$ cat src/rtl/ks10_bus_arb_if.sv
// Signal bundle between the KS10 backplane arbiter, its three requesting
// masters (CPU, console, UBA DMA) and the memory/IO slave side.
interface ks10_bus_arb_if;
   logic        cpuREQI;
   logic [35:0] cpuADDRI;
   logic [35:0] cpuDATAI;
   logic        cpuACKO;
   logic        cslREQI;
   logic [35:0] cslADDRI;
   logic [35:0] cslDATAI;
   logic        cslACKO;
   logic        ubaREQI;
   logic [35:0] ubaADDRI;
   logic [35:0] ubaDATAI;
   logic        ubaACKO;
   logic        arbREQO;
   logic [35:0] arbADDRO;
   logic [35:0] arbDATAO;
   logic        arbACKI;
   logic [35:0] arbDATAI;
   logic [35:0] arbDATAR;
   logic [2:0]  arbGNT;
   logic        arbTIMEOUT;

   // Arbiter side of the bundle.
   modport slave (
      input  cpuREQI, cpuADDRI, cpuDATAI,
      input  cslREQI, cslADDRI, cslDATAI,
      input  ubaREQI, ubaADDRI, ubaDATAI,
      input  arbACKI, arbDATAI,
      output cpuACKO, cslACKO, ubaACKO,
      output arbREQO, arbADDRO, arbDATAO, arbDATAR, arbGNT, arbTIMEOUT
   );

   // Environment side: requesting masters plus the responding slave.
   modport master (
      output cpuREQI, cpuADDRI, cpuDATAI,
      output cslREQI, cslADDRI, cslDATAI,
      output ubaREQI, ubaADDRI, ubaDATAI,
      output arbACKI, arbDATAI,
      input  cpuACKO, cslACKO, ubaACKO,
      input  arbREQO, arbADDRO, arbDATAO, arbDATAR, arbGNT, arbTIMEOUT
   );
endinterface

$ cat src/rtl/ks10_bus_arb.sv
// KS10 backplane arbiter: round-robin grant among CPU, UBA and console,
// forwards the granted cycle to the slaves and times out unanswered cycles.
module ks10_bus_arb #(
   parameter int unsigned TIMEOUT = 127,
   parameter int unsigned CNTW    = 7
) (
   input logic           clk,
   input logic           rst,
   ks10_bus_arb_if.slave bus
);

   typedef enum logic [1:0] {IDLE, BUSY, DONE} state_t;
   typedef enum logic [1:0] {M_CPU, M_UBA, M_CSL} master_t;

   state_t          state, stateNxt;
   master_t         last, lastNxt;
   logic [CNTW-1:0] cnt, cntNxt;
   logic            reqR, reqNxt;
   logic [2:0]      gntR, gntNxt;
   logic [2:0]      ackR, ackNxt;
   logic            tmoR, tmoNxt;
   logic [35:0]     addrR, addrNxt;
   logic [35:0]     dataR, dataNxt;
   logic [35:0]     datarR, datarNxt;
   logic [2:0]      reqVec;
   logic [2:0]      winOh;
   logic            grantedReq;

   // Bit positions match arbGNT: {csl,uba,cpu}.
   assign reqVec     = {bus.cslREQI, bus.ubaREQI, bus.cpuREQI};
   assign grantedReq = |(reqVec & gntR);

   // The master following the last granted one has highest priority.
   always_comb begin
      winOh = '0;
      case (last)
         M_CPU:   winOh = reqVec[1] ? 3'b010 : reqVec[2] ? 3'b100 :
                          reqVec[0] ? 3'b001 : 3'b000;
         M_UBA:   winOh = reqVec[2] ? 3'b100 : reqVec[0] ? 3'b001 :
                          reqVec[1] ? 3'b010 : 3'b000;
         default: winOh = reqVec[0] ? 3'b001 : reqVec[1] ? 3'b010 :
                          reqVec[2] ? 3'b100 : 3'b000;
      endcase
   end

   always_comb begin
      stateNxt = state;
      lastNxt  = last;
      cntNxt   = cnt;
      reqNxt   = reqR;
      gntNxt   = gntR;
      ackNxt   = '0;
      tmoNxt   = 1'b0;
      addrNxt  = addrR;
      dataNxt  = dataR;
      datarNxt = datarR;
      case (state)
         IDLE: begin
            if (|winOh) begin
               gntNxt   = winOh;
               reqNxt   = 1'b1;
               cntNxt   = '0;
               stateNxt = BUSY;
               case (winOh)
                  3'b001: begin
                     addrNxt = bus.cpuADDRI;
                     dataNxt = bus.cpuDATAI;
                  end
                  3'b010: begin
                     addrNxt = bus.ubaADDRI;
                     dataNxt = bus.ubaDATAI;
                  end
                  default: begin
                     addrNxt = bus.cslADDRI;
                     dataNxt = bus.cslDATAI;
                  end
               endcase
            end
         end
         BUSY: begin
            cntNxt = cnt + 1'b1;
            // A slave ack takes precedence over a coincident timeout.
            if (bus.arbACKI) begin
               datarNxt = bus.arbDATAI;
               ackNxt   = gntR;
               reqNxt   = 1'b0;
               stateNxt = DONE;
            end else if (cnt == CNTW'(TIMEOUT)) begin
               datarNxt = '0;
               ackNxt   = gntR;
               tmoNxt   = 1'b1;
               reqNxt   = 1'b0;
               stateNxt = DONE;
            end
         end
         DONE: begin
            if (!grantedReq) begin
               gntNxt   = '0;
               lastNxt  = gntR[0] ? M_CPU : gntR[1] ? M_UBA : M_CSL;
               stateNxt = IDLE;
            end
         end
         default: stateNxt = IDLE;
      endcase
   end

   always_ff @(posedge clk) begin
      if (rst) begin
         state  <= IDLE;
         last   <= M_CSL;
         cnt    <= '0;
         reqR   <= 1'b0;
         gntR   <= '0;
         ackR   <= '0;
         tmoR   <= 1'b0;
         addrR  <= '0;
         dataR  <= '0;
         datarR <= '0;
      end else begin
         state  <= stateNxt;
         last   <= lastNxt;
         cnt    <= cntNxt;
         reqR   <= reqNxt;
         gntR   <= gntNxt;
         ackR   <= ackNxt;
         tmoR   <= tmoNxt;
         addrR  <= addrNxt;
         dataR  <= dataNxt;
         datarR <= datarNxt;
      end
   end

   assign bus.cpuACKO    = ackR[0];
   assign bus.ubaACKO    = ackR[1];
   assign bus.cslACKO    = ackR[2];
   assign bus.arbREQO    = reqR;
   assign bus.arbADDRO   = addrR;
   assign bus.arbDATAO   = dataR;
   assign bus.arbDATAR   = datarR;
   assign bus.arbGNT     = gntR;
   assign bus.arbTIMEOUT = tmoR;

endmodule

$ cat src/flat_wrapper.sv
// flat-port wrapper written by rule: the top's interface ports become plain ports
module ks10_bus_arb_flat 
#(
   parameter int unsigned TIMEOUT = 127,
   parameter int unsigned CNTW    = 7
)
  (clk, rst, bus_cpuREQI, bus_cpuADDRI, bus_cpuDATAI, bus_cslREQI, bus_cslADDRI, bus_cslDATAI, bus_ubaREQI, bus_ubaADDRI, bus_ubaDATAI, bus_arbACKI, bus_arbDATAI, bus_cpuACKO, bus_cslACKO, bus_ubaACKO, bus_arbREQO, bus_arbADDRO, bus_arbDATAO, bus_arbDATAR, bus_arbGNT, bus_arbTIMEOUT);
  ks10_bus_arb_if bus_i ();
  input logic clk;
  input logic rst;
  input wire logic [$bits(bus_i.cpuREQI)-1:0] bus_cpuREQI;
  input wire logic [$bits(bus_i.cpuADDRI)-1:0] bus_cpuADDRI;
  input wire logic [$bits(bus_i.cpuDATAI)-1:0] bus_cpuDATAI;
  input wire logic [$bits(bus_i.cslREQI)-1:0] bus_cslREQI;
  input wire logic [$bits(bus_i.cslADDRI)-1:0] bus_cslADDRI;
  input wire logic [$bits(bus_i.cslDATAI)-1:0] bus_cslDATAI;
  input wire logic [$bits(bus_i.ubaREQI)-1:0] bus_ubaREQI;
  input wire logic [$bits(bus_i.ubaADDRI)-1:0] bus_ubaADDRI;
  input wire logic [$bits(bus_i.ubaDATAI)-1:0] bus_ubaDATAI;
  input wire logic [$bits(bus_i.arbACKI)-1:0] bus_arbACKI;
  input wire logic [$bits(bus_i.arbDATAI)-1:0] bus_arbDATAI;
  output wire logic [$bits(bus_i.cpuACKO)-1:0] bus_cpuACKO;
  output wire logic [$bits(bus_i.cslACKO)-1:0] bus_cslACKO;
  output wire logic [$bits(bus_i.ubaACKO)-1:0] bus_ubaACKO;
  output wire logic [$bits(bus_i.arbREQO)-1:0] bus_arbREQO;
  output wire logic [$bits(bus_i.arbADDRO)-1:0] bus_arbADDRO;
  output wire logic [$bits(bus_i.arbDATAO)-1:0] bus_arbDATAO;
  output wire logic [$bits(bus_i.arbDATAR)-1:0] bus_arbDATAR;
  output wire logic [$bits(bus_i.arbGNT)-1:0] bus_arbGNT;
  output wire logic [$bits(bus_i.arbTIMEOUT)-1:0] bus_arbTIMEOUT;
  assign bus_i.cpuREQI = bus_cpuREQI;
  assign bus_i.cpuADDRI = bus_cpuADDRI;
  assign bus_i.cpuDATAI = bus_cpuDATAI;
  assign bus_i.cslREQI = bus_cslREQI;
  assign bus_i.cslADDRI = bus_cslADDRI;
  assign bus_i.cslDATAI = bus_cslDATAI;
  assign bus_i.ubaREQI = bus_ubaREQI;
  assign bus_i.ubaADDRI = bus_ubaADDRI;
  assign bus_i.ubaDATAI = bus_ubaDATAI;
  assign bus_i.arbACKI = bus_arbACKI;
  assign bus_i.arbDATAI = bus_arbDATAI;
  assign bus_cpuACKO = bus_i.cpuACKO;
  assign bus_cslACKO = bus_i.cslACKO;
  assign bus_ubaACKO = bus_i.ubaACKO;
  assign bus_arbREQO = bus_i.arbREQO;
  assign bus_arbADDRO = bus_i.arbADDRO;
  assign bus_arbDATAO = bus_i.arbDATAO;
  assign bus_arbDATAR = bus_i.arbDATAR;
  assign bus_arbGNT = bus_i.arbGNT;
  assign bus_arbTIMEOUT = bus_i.arbTIMEOUT;
  ks10_bus_arb #(.TIMEOUT(TIMEOUT), .CNTW(CNTW)) u_core (.clk(clk), .rst(rst), .bus(bus_i));
endmodule
$ cat config.mk
export PLATFORM = sky130hd
export DESIGN_NAME = ks10_bus_arb_flat
export DESIGN_NICKNAME = d
export VERILOG_FILES = /design/src/rtl/ks10_bus_arb_if.sv /design/src/rtl/ks10_bus_arb.sv /design/src/flat_wrapper.sv
export SDC_FILE = /design/constraint.sdc
export NUM_CORES = 1
export LEC_CHECK = 0
export BUFFER_PORTS_ARGS = -buffer_cell sky130_fd_sc_hd__buf_2
export CORE_ASPECT_RATIO = 0.75
export CORE_MARGIN = 2
export CORE_UTILIZATION = 27
export CTS_CLUSTER_DIAMETER = 200
export DETAILED_ROUTE_END_ITERATION = 8
export PLACE_DENSITY_LB_ADDON = 0.12
export REMOVE_ABC_BUFFERS = 1
export SLEW_MARGIN = 20
export SYNTH_ARGS = -nofsm -noshare
export SYNTH_HDL_FRONTEND = slang
export SYNTH_SLANG_ARGS = --single-unit
export TNS_END_PERCENT = 1
$ cat constraint.sdc
create_clock -name clk -period 1.6 [get_ports clk]
set_clock_uncertainty 0.1 [all_clocks]
set_input_delay 0.32 -clock clk [delete_from_list [all_inputs] [get_ports clk]]
set_output_delay 0.32 -clock clk [all_outputs]
set_load 0.02 [all_outputs]
### Word level (Yosys, flattened, before mapping)

Cells that the tools add are included.

| storage, ports and cells | value |
|---|---|
| flip-flop bits (word level) | 127 |
| input port bits | 258 |
| logic and storage cells | 72 |

| operators by class | value |
|---|---|
| add/subtract/negate cells | 1 |
| equality and inequality tests | 9 |
| multiplexer cells | 33 |
| bitwise gates (word level) | 3 |
| reductions and logical operators | 16 |

Operator list:

| cell | number |
|---|---|
| $pmux W36 S2 | 2 |
| $mux W36 | 2 |
| $mux W3 | 11 |
| $mux W2 | 7 |
| $pmux W7 S2 | 1 |
| $pmux W3 S2 | 2 |
| $reduce_and A3 Y1 | 3 |
| $reduce_or A3 Y1 | 3 |
| $reduce_and A2 Y1 | 4 |
| $add A7 B1 Y7 const B | 1 |
| $eq A7 B7 Y1 const B | 1 |
| $mux W7 | 1 |
| $pmux W2 S3 | 1 |
| $reduce_bool A2 Y1 | 3 |
| $mux W1 | 5 |
| $eq A2 B1 Y1 const B | 2 |
| $logic_not A2 Y1 | 2 |
| $and A3 B3 Y3 | 1 |
| $eq A3 B1 Y1 const B | 1 |
| $eq A3 B2 Y1 const B | 1 |
| $ne A3 B2 Y1 const B | 1 |
| $eq A2 B2 Y1 const B | 1 |
| $ne A2 B1 Y1 const B | 1 |
| $ne A2 B2 Y1 const B | 1 |
| other kinds (3) | 4 |

### Logic depth before layout (Yosys ltp)

Gate-level depths: netlist of run 1.

| depth | value |
|---|---|
| depth in word-level cells | 7 |
| depth in mapped cells | 7 |
| depth with buffers taken out | 5 |

### Worst setup path before layout of run 1

Ideal clock, no wire load.

| timing path | value |
|---|---|
| kind | reg2reg |
| start | reg u_core.cnt[0] |
| end | reg u_core.datarR[29] (netlist: u_core.bus.arbDATAR[29]) |
| library setup time | 0.070 ns |
| data arrival time | 1.577 ns |
| required time | 1.430 ns |
| setup slack | -0.148 ns |
| cell stages (with the launch flop) | 8 |
| buffers on the path | 2 |
| period minus slack after synthesis | 1.748 ns |
| path through | dfxtp_1 > ha_1 > and4_1 > a31oi_1 > buf_4 > clkbuf_1 > o21ai_0 > a21oi_1 |

| on the way | value |
|---|---|
| longest elaborated chain between the ends | 3 |

Ends and longest elaborated chain:

| element | line | source |
|---|---|---|
| start: declaration | ks10_bus_arb.sv:17 | `logic [CNTW-1:0] cnt, cntNxt;` |
| start signal: assignment | ks10_bus_arb.sv:122 | `cnt <= cntNxt;` |
| $eq A7 B7 Y1 | ks10_bus_arb.sv:88 | `end else if (cnt == CNTW'(TIMEOUT)) begin` |
| $reduce_bool A2 Y1 (no source line) | -- |  |
| $reduce_and A2 Y1 (no source line) | -- |  |
| end signal: assignment | ks10_bus_arb.sv:129 | `datarR <= datarNxt;` |
| end: declaration | ks10_bus_arb.sv:24 | `logic [35:0] datarR, datarNxt;` |

No other way between the ends.
A chain may end at the register's enable or synchronous reset.

### Worst setup path after layout of run 1

| timing path | value |
|---|---|
| start | reg u_core.cnt[0] |
| end | reg u_core.state[1] |

| on the way | value |
|---|---|
| longest elaborated chain between the ends | 3 |

Ends and longest elaborated chain:

| element | line | source |
|---|---|---|
| $eq A7 B7 Y1 | ks10_bus_arb.sv:88 |  |
| $ne A3 B2 Y1 (no source line) | -- |  |
| $reduce_and A3 Y1 (no source line) | -- |  |
| end signal: assignment | ks10_bus_arb.sv:120 | `state <= stateNxt;` |
| end: declaration | ks10_bus_arb.sv:15 | `state_t state, stateNxt;` |

No other way between the ends.

==> metrics.sh, run 1 <==
SYNTH.AVG_CELL_AREA_UM2=9.05
HOLDPATHEND='u_core.bus.arbDATAO[33]'
VIA_COUNT_OF_THE_FIRST_GLOBAL_ROUTING_PASS=5620
HOLD_PATH_STARTPOINT='bus_cslDATAI[33]'
MAX_SLEW_VIOLATION_COUNT=0
H_TREE_LEVELS=4
POST_DRT_VIA_CELL_RATIO=4.83
ARITHMETIC_CELL_SHARE_OF_THE_SYNTHESIZED_AREA_COUNTING_FULL_ADDERS_HALF_ADDERS_AND_MAJORITY_GATES=0.00237
LAYOUT-DRIVE-GT1-SHARE=0.495
FLOORPLAN.IO_PINS=374
SYNTH-XOR-AREA-SHARE=0
MAIN_COMBINATIONAL_CELL_FAMILY_BY_AREA_AFTER_SYNTHESIS='compound AO/OA/AOI/OAI gates'
GRT_MAX_DEGREE=53
YOSYS_REGISTER_BITS=127
REG2REG_TO='u_core.state[1]'
ROUTED_LENGTH_PER_PLACED_INSTANCE_UM=16.5
POWER.DENSITY_CELL_AREA_mW_PER_MM2=1130
POST_ROUTE_DRC=0
TIMING.RR.START='u_core.cnt[0]'
CRITPATHKIND='reg -> reg'
TIMING.REG2REG.WORST_PATH_DEPTH=6
WORST-ENDPOINT-ARRIVAL_PS=1780
DPL.CELL_COUNT=1211
CRITPATHMAXFANOUT=6
CTS_BUFFERS=17
RSZ_0062_RAISED_AFTER_GLOBAL_ROUTING='true'
GRT_PASS1_WL_UM=30800
MAXSLEWHEADROOM=0.758
POST-DP-HPWL_UM=15400
TIGHTESTPINTRANSITION_PS=362
GLOBALPLACE.CONGESTION=0.756
PLACEMENTROWS=44
SETUP-VIOLATIONS-FINAL=0
TIMING.FINAL.WS_SETUP_PS=11.6
SYN2LAYOUT_AREA_GROWTH_PCT=60.1
CLOCK_TREE_FROM_TRITONCTS='yes'
MOST_FREQUENTLY_USED_FLOP_MASTER_AFTER_SYNTHESIS='sky130_fd_sc_hd__dfxtp_1'
SYNTHMUXAREASHARE=0
PRE_CTS_SLACK_PS=-184
SYNTH_COMPOUND_AREA_FRAC=0.380
DIODE_INSERTION_COUNT_FOR_ANTENNA_REPAIR=0
ROUTED_WL_UM=20500
OUTCOME='completed'
FINAL_PERIOD_MINUS_WORST_SETUP_SLACK_PS=1590
SYNTHARSTFLOPSHARE=0
SYNTH_WARNINGS=0
WORSTHOLDPATHTYPE='in -> reg'
FP.DIEH_UM=125
BUFFERS_ON_PORTS=373
DIE_WIDTH_UM=166
CTS_POST_SETUP_BUFFERS_INSERTED=0
CORE_AREA_MM2=0.0193
REGTOREGSETUPSLACK_PS=10
HOLD_BUFFERS_POST_CTS=0
DR.PASS1.ITERS=5
MIN_DELAY_PATH_DEPTH=3
POST_SYNTH_NUM_CELL_TYPES=41
CLKTRANSATPATHREGS_PS=60
CLOCK_LATENCY_PS=410
STDCELL_COUNT=1244
POST-ROUTE-PERIOD-UTIL=0.993
FINALNETCOUNT=1237
WORST_EP_REQUIRED_TIME_PS=1790
DESIGN.DIE.AREA_MM2=0.0207
POWER.STATIC_LEAKAGE_nW=3.88
CLOCK_SINK_COUNT=127
POSTSYNTHCELLCOUNT=584
SYNTH-EDFF-COUNT=0
POWER.IR.VDD_WORST_mV=0.586
GROUTE.USAGE.OVERALL=0.192
CTS_BUFFER_DEPTH=2
MAXCAPVIOLATIONS=0
SYNTH_SEQ_AREA_SHARE=0.481
POST_SYNTH_AND_OR_NAND_NOR_AREA_FRACTION=0.0715
GRT_OVERFLOW=0
CTS.ROOT.BUFFER_CELL='sky130_fd_sc_hd__clkbuf_16'
FMAX_MHz=630
DETAILEDROUTE.FIRSTITERATIONVIOLATIONS=285
NETLIST_AREA_MM2=0.00528
CRITPATHCAPTURETYPE='flip-flop'
CATEGORY_OF_THE_WORST_SETUP_PATH_LAUNCH_POINT='flip-flop'
NUMBER_OF_ANTENNA_VIOLATIONS_AT_THE_FIRST_CHECK_IN_GLOBAL_ROUTING=1
FINAL-HOLD-VIOLATION-COUNT=0
START_UTIL=0.274
DETAIL-ROUTE-ANTENNA-NETS=0
NUM_VIAS=6005
[report_power, final]
part	leakage, nW	switching [mW]	internal [mW]
logic	2.56	1.23	0.906
registers	1.04	0.144	3.45
clock network	0.271	1.47	2.38
[sequential cells by signal (all words and copies together) (netlist names)]
signal                 count
u_core.bus.arbADDRO       36
u_core.bus.arbDATAO       36
u_core.bus.arbDATAR       36
u_core.cnt                 7
u_core.ackR                3
u_core.bus.arbGNT          3
u_core.last                2
u_core.state               2
u_core.bus.arbREQO         1
u_core.bus.arbTIMEOUT      1
[per-stage QoR]
step                instance area (um2)  hold WS, ps   util  total power, mW  TNS (ps)
global placement                   7740          356  0.402             5.78    -13020
floorplan                          4940          289      -             4.61   -112770
finish                             8460         40.0  0.439             9.59         0
detailed placement                 7740          363  0.402             5.77    -13920
CTS                                8400         14.8  0.436             9.71     -4.28
global route                       8460         16.5  0.439             10.1     -2120
[critical path, stage by stage (launching register included)]
cell,delay [ps]
sky130_fd_sc_hd__dfxtp_1,310
sky130_fd_sc_hd__ha_2,180
sky130_fd_sc_hd__and4_4,160
sky130_fd_sc_hd__a31oi_4,170
sky130_fd_sc_hd__buf_6,180
sky130_fd_sc_hd__nor3_2,60
sky130_fd_sc_hd__or2_2,290
[cell usage after synthesis (2+ instances only)]
cell type                  number  area, um2
sky130_fd_sc_hd__nor3_1         4       20.0
sky130_fd_sc_hd__and2_1         4       25.0
sky130_fd_sc_hd__buf_1          3       11.3
sky130_fd_sc_hd__a22o_1         2       17.5
sky130_fd_sc_hd__clkbuf_1      31        116
sky130_fd_sc_hd__a31oi_1        3       18.8
sky130_fd_sc_hd__nand2_1       42        158
sky130_fd_sc_hd__nor2b_1        3       18.8
sky130_fd_sc_hd__buf_6         15        169
sky130_fd_sc_hd__nor2_1         9       33.8
sky130_fd_sc_hd__a22oi_1      144       1080
sky130_fd_sc_hd__buf_4          2       15.0
sky130_fd_sc_hd__o21ai_1       41        205
sky130_fd_sc_hd__nand2b_1       3       18.8
sky130_fd_sc_hd__a21oi_1       46        230
sky130_fd_sc_hd__buf_2          6       30.0
sky130_fd_sc_hd__nand3_1        4       20.0
sky130_fd_sc_hd__o21ai_0       72        360
sky130_fd_sc_hd__dfxtp_1      127       2540
sky130_fd_sc_hd__a211oi_1       2       15.0
[per-layer routing]
layer  routed length, um  vias to the layer above  global-route usage
met1                8960                     2780               0.248
met3                1320                       21              0.0428
met4                 296                        2              0.0614
met5                  15                        -                   0
met2                9920                      189               0.316
li1                    -                     3013                   -
[timing repair]
action	CTS	global route
setup endpoints to repair	71	108
cloned	1	0
resized for setup	20	33
pin swaps	2	4
[area by class of cell]
cell class / instances / area, um2
Sequential cell: 127 / 2550
Clock buffer: 20 / 457
Multi-Input combinational cell: 399 / 2490
Fill cell: 2010 / 10800
Inverter: 1 / 3.75
Clock inverter: 12 / 136
Tap cell: 253 / 317
Timing Repair Buffer: 432 / 2500
[layout by cell type, fill, tap and decap left out, drive strengths merged]
cell type	netlist	layout
a211o	1	1
a211oi	2	2
a21o	1	1
a21oi	47	47
a222oi	1	1
a22o	3	3
a22oi	144	144
a311oi	1	1
a31oi	3	3
and2	5	5
and4	1	1
and4b	1	1
buf	26	432
bufinv	0	2
clkbuf	31	20
clkinv	0	3
clkinvlp	0	6
dfxtp	127	127
ha	1	1
inv	1	2
nand2	43	43
nand2b	3	3
nand3	4	4
nand3b	1	1
nand4	1	1
nor2	9	9
nor2b	3	3
nor3	4	4
nor4	1	1
nor4b	1	1
o21ai	114	114
o31ai	1	1
or2	1	1
or3	1	1
or3b	1	1
[kinds of logic after synthesis]
group                      count (synthesis)
DFF                                      127
buffers and inverters                     58
AOI/OAI and AO/OA                        318
adders and majority gates                  1
and+or+nand+nor                           80
[worst max path at each step]
stage / start / endpoint / slack [ps] / cells after the start
3_5_place_dp: bus_cpuREQI / u_core.bus.arbADDRO[34] / -180 / 7
3_3_place_gp: bus_cpuREQI / u_core.bus.arbADDRO[34] / -200 / 7
5_1_grt: u_core.cnt[1] / u_core.ackR[1] / -80 / 7
2_1_floorplan: u_core.state[1] / u_core.bus.arbADDRO[10] / -1040 / 4
6_report: u_core.cnt[0] / u_core.state[1] / 10 / 6
4_1_cts: u_core.cnt[1] / u_core.ackR[1] / -2 / 7
(Power assumes the default switching activity.)
==> inputs of run 2 (changes only) <==
--- a/config.mk
+++ b/config.mk
@@ -6,9 +6,11 @@
 export NUM_CORES = 1
 export LEC_CHECK = 0
 export BUFFER_PORTS_ARGS = -buffer_cell sky130_fd_sc_hd__buf_2
+export CELL_PAD_IN_SITES_DETAIL_PLACEMENT = 1
+export CELL_PAD_IN_SITES_GLOBAL_PLACEMENT = 2
 export CORE_ASPECT_RATIO = 0.75
 export CORE_MARGIN = 2
-export CORE_UTILIZATION = 27
+export CORE_UTILIZATION = 19
 export CTS_CLUSTER_DIAMETER = 200
 export DETAILED_ROUTE_END_ITERATION = 8
 export PLACE_DENSITY_LB_ADDON = 0.12
==> run 2 against run 1 <==
  * The flow now finishes with violations (setup timing)
  * Non-clock buffer count is 5 higher
  * Die area is 41% higher
  * Cell area is 3.0% higher
  * Fmax is 1.9% lower
  * Utilization is 12 points lower
  * Global-route usage is 2.3 points lower
  * Combinational power is 4% higher
  * Clock power is 1% higher
  * Wire length is 22% higher
  * Largest power group unchanged
  * Highest routed layer is now met4
==> metrics.sh, run 2 (same netlist as run 1, synthesis figures left out) <==
DETAILEDROUTE.FIRSTITERATIONVIOLATIONS=247
HOLD_BUFFERS_POST_CTS=0
SETUP-VIOLATIONS-FINAL=2
VIA_COUNT_OF_THE_FIRST_GLOBAL_ROUTING_PASS=6445
CTS_BUFFER_DEPTH=2
FINALNETCOUNT=1242
MAXSLEWHEADROOM=0.775
FAILED_CHECKS='setup timing'
OUTCOME='complete, but fails checks'
CELL_AREA_AFTER_PLACEMENT_MM2=0.00792
GROUTE.USAGE.OVERALL=0.168
CORE_AREA_MM2=0.0271
POWER.IR.VDD_WORST_mV=0.681
ROUTED_WL_UM=25000
SYN2LAYOUT_AREA_GROWTH_PCT=65.0
MAXCAPVIOLATIONS=0
POWER.STATIC_LEAKAGE_nW=3.93
CATEGORY_OF_THE_WORST_SETUP_PATH_LAUNCH_POINT='flip-flop'
NUM_VIAS=6142
LAYOUT.FILLER_CELLS=3253
PLACEMENTROWS=52
RSZ_0062_RAISED_AFTER_GLOBAL_ROUTING='true'
TIMING.CRITICAL_PATH.CELLS='ha_4 > and4_4 > a31oi_4 > buf_12 > buf_16 > buf_4 > o21ai_2 > a21oi_1'
FINAL-HOLD-VIOLATION-COUNT=0
NUMBER_OF_ANTENNA_VIOLATIONS_AT_THE_FIRST_CHECK_IN_GLOBAL_ROUTING=3
HOLD_WS_PS=33.1
CTS.ROOT.BUFFER_CELL='sky130_fd_sc_hd__clkbuf_16'
ROUTED_LENGTH_PER_PLACED_INSTANCE_UM=18.5
MULTI_INPUT_AREA_MM2=0.00250
CRITPATHKIND='reg -> reg'
GRT_MAX_DEGREE=41
CLKTRANSATPATHREGS_PS=60
POST-ROUTE-PERIOD-UTIL=1.01
FINAL_PERIOD_MINUS_WORST_SETUP_SLACK_PS=1620
WORST-ENDPOINT-ARRIVAL_PS=1820
CRIT_PATH_MAX_INCR_DELAY_PS=350
BUFFERS_ON_PORTS=373
CLOCK_TREE_FROM_TRITONCTS='yes'
DIE_WIDTH_UM=197
CRITPATHCAPTURETYPE='flip-flop'
MAX_SLEW_VIOLATION_COUNT=0
H_TREE_LEVELS=4
LAYOUT_COMMONEST_CELL='sky130_fd_sc_hd__buf_2'
FP.DIEH_UM=148
CRITPATHMAXFANOUT=5
TIGHTESTPINTRANSITION_PS=338
GRT_PASS1_WL_UM=37700
POST-DP-HPWL_UM=18700
FINALSETUPTNS_PS=-34.3
POST_DRT_VIA_CELL_RATIO=4.55
LAYOUT-DRIVE-GT1-SHARE=0.499
WORST_EP_REQUIRED_TIME_PS=1800
WORSTHOLDPATHTYPE='in -> reg'
WORST_PATH_MAX_DELAY_CELL='sky130_fd_sc_hd__dfxtp_2'
TIMING.FINAL.WS_SETUP_PS=-19.4
POWER.DENSITY_CELL_AREA_mW_PER_MM2=1120
FLOORPLAN.IO_PINS=374
FMAX_MHz=618
FINALINSTANCEAREA_MM2=0.00872
FINAL-SEQ-AREA_MM2=0.00255
GLOBALPLACE.CONGESTION=0.719
GRT_OVERFLOW=0
CLOCK_LATENCY_PS=420
START_UTIL=0.195
CTS_BUFFERS=17
POST_ROUTE_DRC=0
TOP_LIBRARY_CELLS_BY_USAGE_IN_THE_LAYOUT_FILL_AND_TAPS_ASIDE='sky130_fd_sc_hd__buf_2, sky130_fd_sc_hd__a22oi_1, sky130_fd_sc_hd__dfxtp_1, sky130_fd_sc_hd__o21ai_1, sky130_fd_sc_hd__a21oi_1'
DETAIL-ROUTE-ANTENNA-NETS=0
DR.PASS1.ITERS=4
DESIGN.DIE.AREA_MM2=0.0292
CLOCK_SINK_COUNT=127
## run 2: cell types whose count changed in the layout (fill, tap and decap cells not counted), moves of 6 or more
cell and change:
sky130_fd_sc_hd__buf_12 +6, sky130_fd_sc_hd__a22oi_2 -6, sky130_fd_sc_hd__o21ai_0 -8, sky130_fd_sc_hd__a22oi_1 +6
sky130_fd_sc_hd__o21ai_1 +6
## run 2: metrics by stage
stage / util / cells / total power, mW / worst slack (ps)
after detailed placement: 0.292 / 1308 / 5.87 / -276
after global routing: 0.321 / 1350 / 10.3 / -78.5
after floorplan: - / 527 / 4.61 / -1040
after global placement: 0.292 / 1308 / 5.87 / -183
final: 0.321 / 1350 / 9.74 / -19.4
after CTS: 0.317 / 1345 / 9.90 / -63.2
## run 2: metal layers
metal | global-route usage | part of all wire | up-vias
met2 | 0.278 | 0.48 | 194
met4 | 0.0455 | 0.0067 | 0
li1 | - | - | 3025
met3 | 0.0485 | 0.064 | 11
met1 | 0.214 | 0.45 | 2912
met5 | 0 | 0 | -
## run 2: path summary, 6_finish.rpt
kind | end | slack (ps) | startpoint | cells after the start
worst max register to register | u_core.bus.arbDATAR[22] | -20 | u_core.cnt[1] | 8
worst min-delay path | u_core.bus.arbDATAO[19] | 30 | bus_cslDATAI[19] | 3
worst min register to register | u_core.bus.arbDATAR[23] | 360 | u_core.bus.arbDATAR[23] | 2
worst max-delay path | u_core.bus.arbDATAR[22] | -20 | u_core.cnt[1] | 8
## run 2: area by class of cell
type                            count  area share
Tap cell                          351      0.0504
Antenna cell                        3    0.000861
Clock buffer                       23      0.0548
Inverter                            1    0.000431
Clock inverter                      9      0.0125
Sequential cell                   127       0.293
Timing Repair Buffer              437       0.301
Multi-Input combinational cell    399       0.287
## run 2: worst max-delay path: cells and delay by family (launching register included)
kind,cells,cell delay [ps]
simple gates,1,220
compound gates,3,290
fa+ha+maj,1,130
flops,1,350
buf+inv,3,420
## run 2: timing repair
| item | CTS | global route |
|---|---|---|
| setup endpoints to repair | 71 | 123 |
| buffers inserted | 4 | 1 |
| gates cloned | 1 | 1 |
| pin swaps | 5 | 13 |
| resized for setup | 12 | 52 |
## run 2: where the power goes
| group | internal, mW | switching (mW) | total, mW |
|---|---|---|---|
| Sequential | 3.46 | 0.156 | 3.61 |
| Clock | 2.42 | 1.48 | 3.90 |
| Combinational | 0.941 | 1.29 | 2.23 |
| Total | 6.81 | 2.93 | 9.74 |
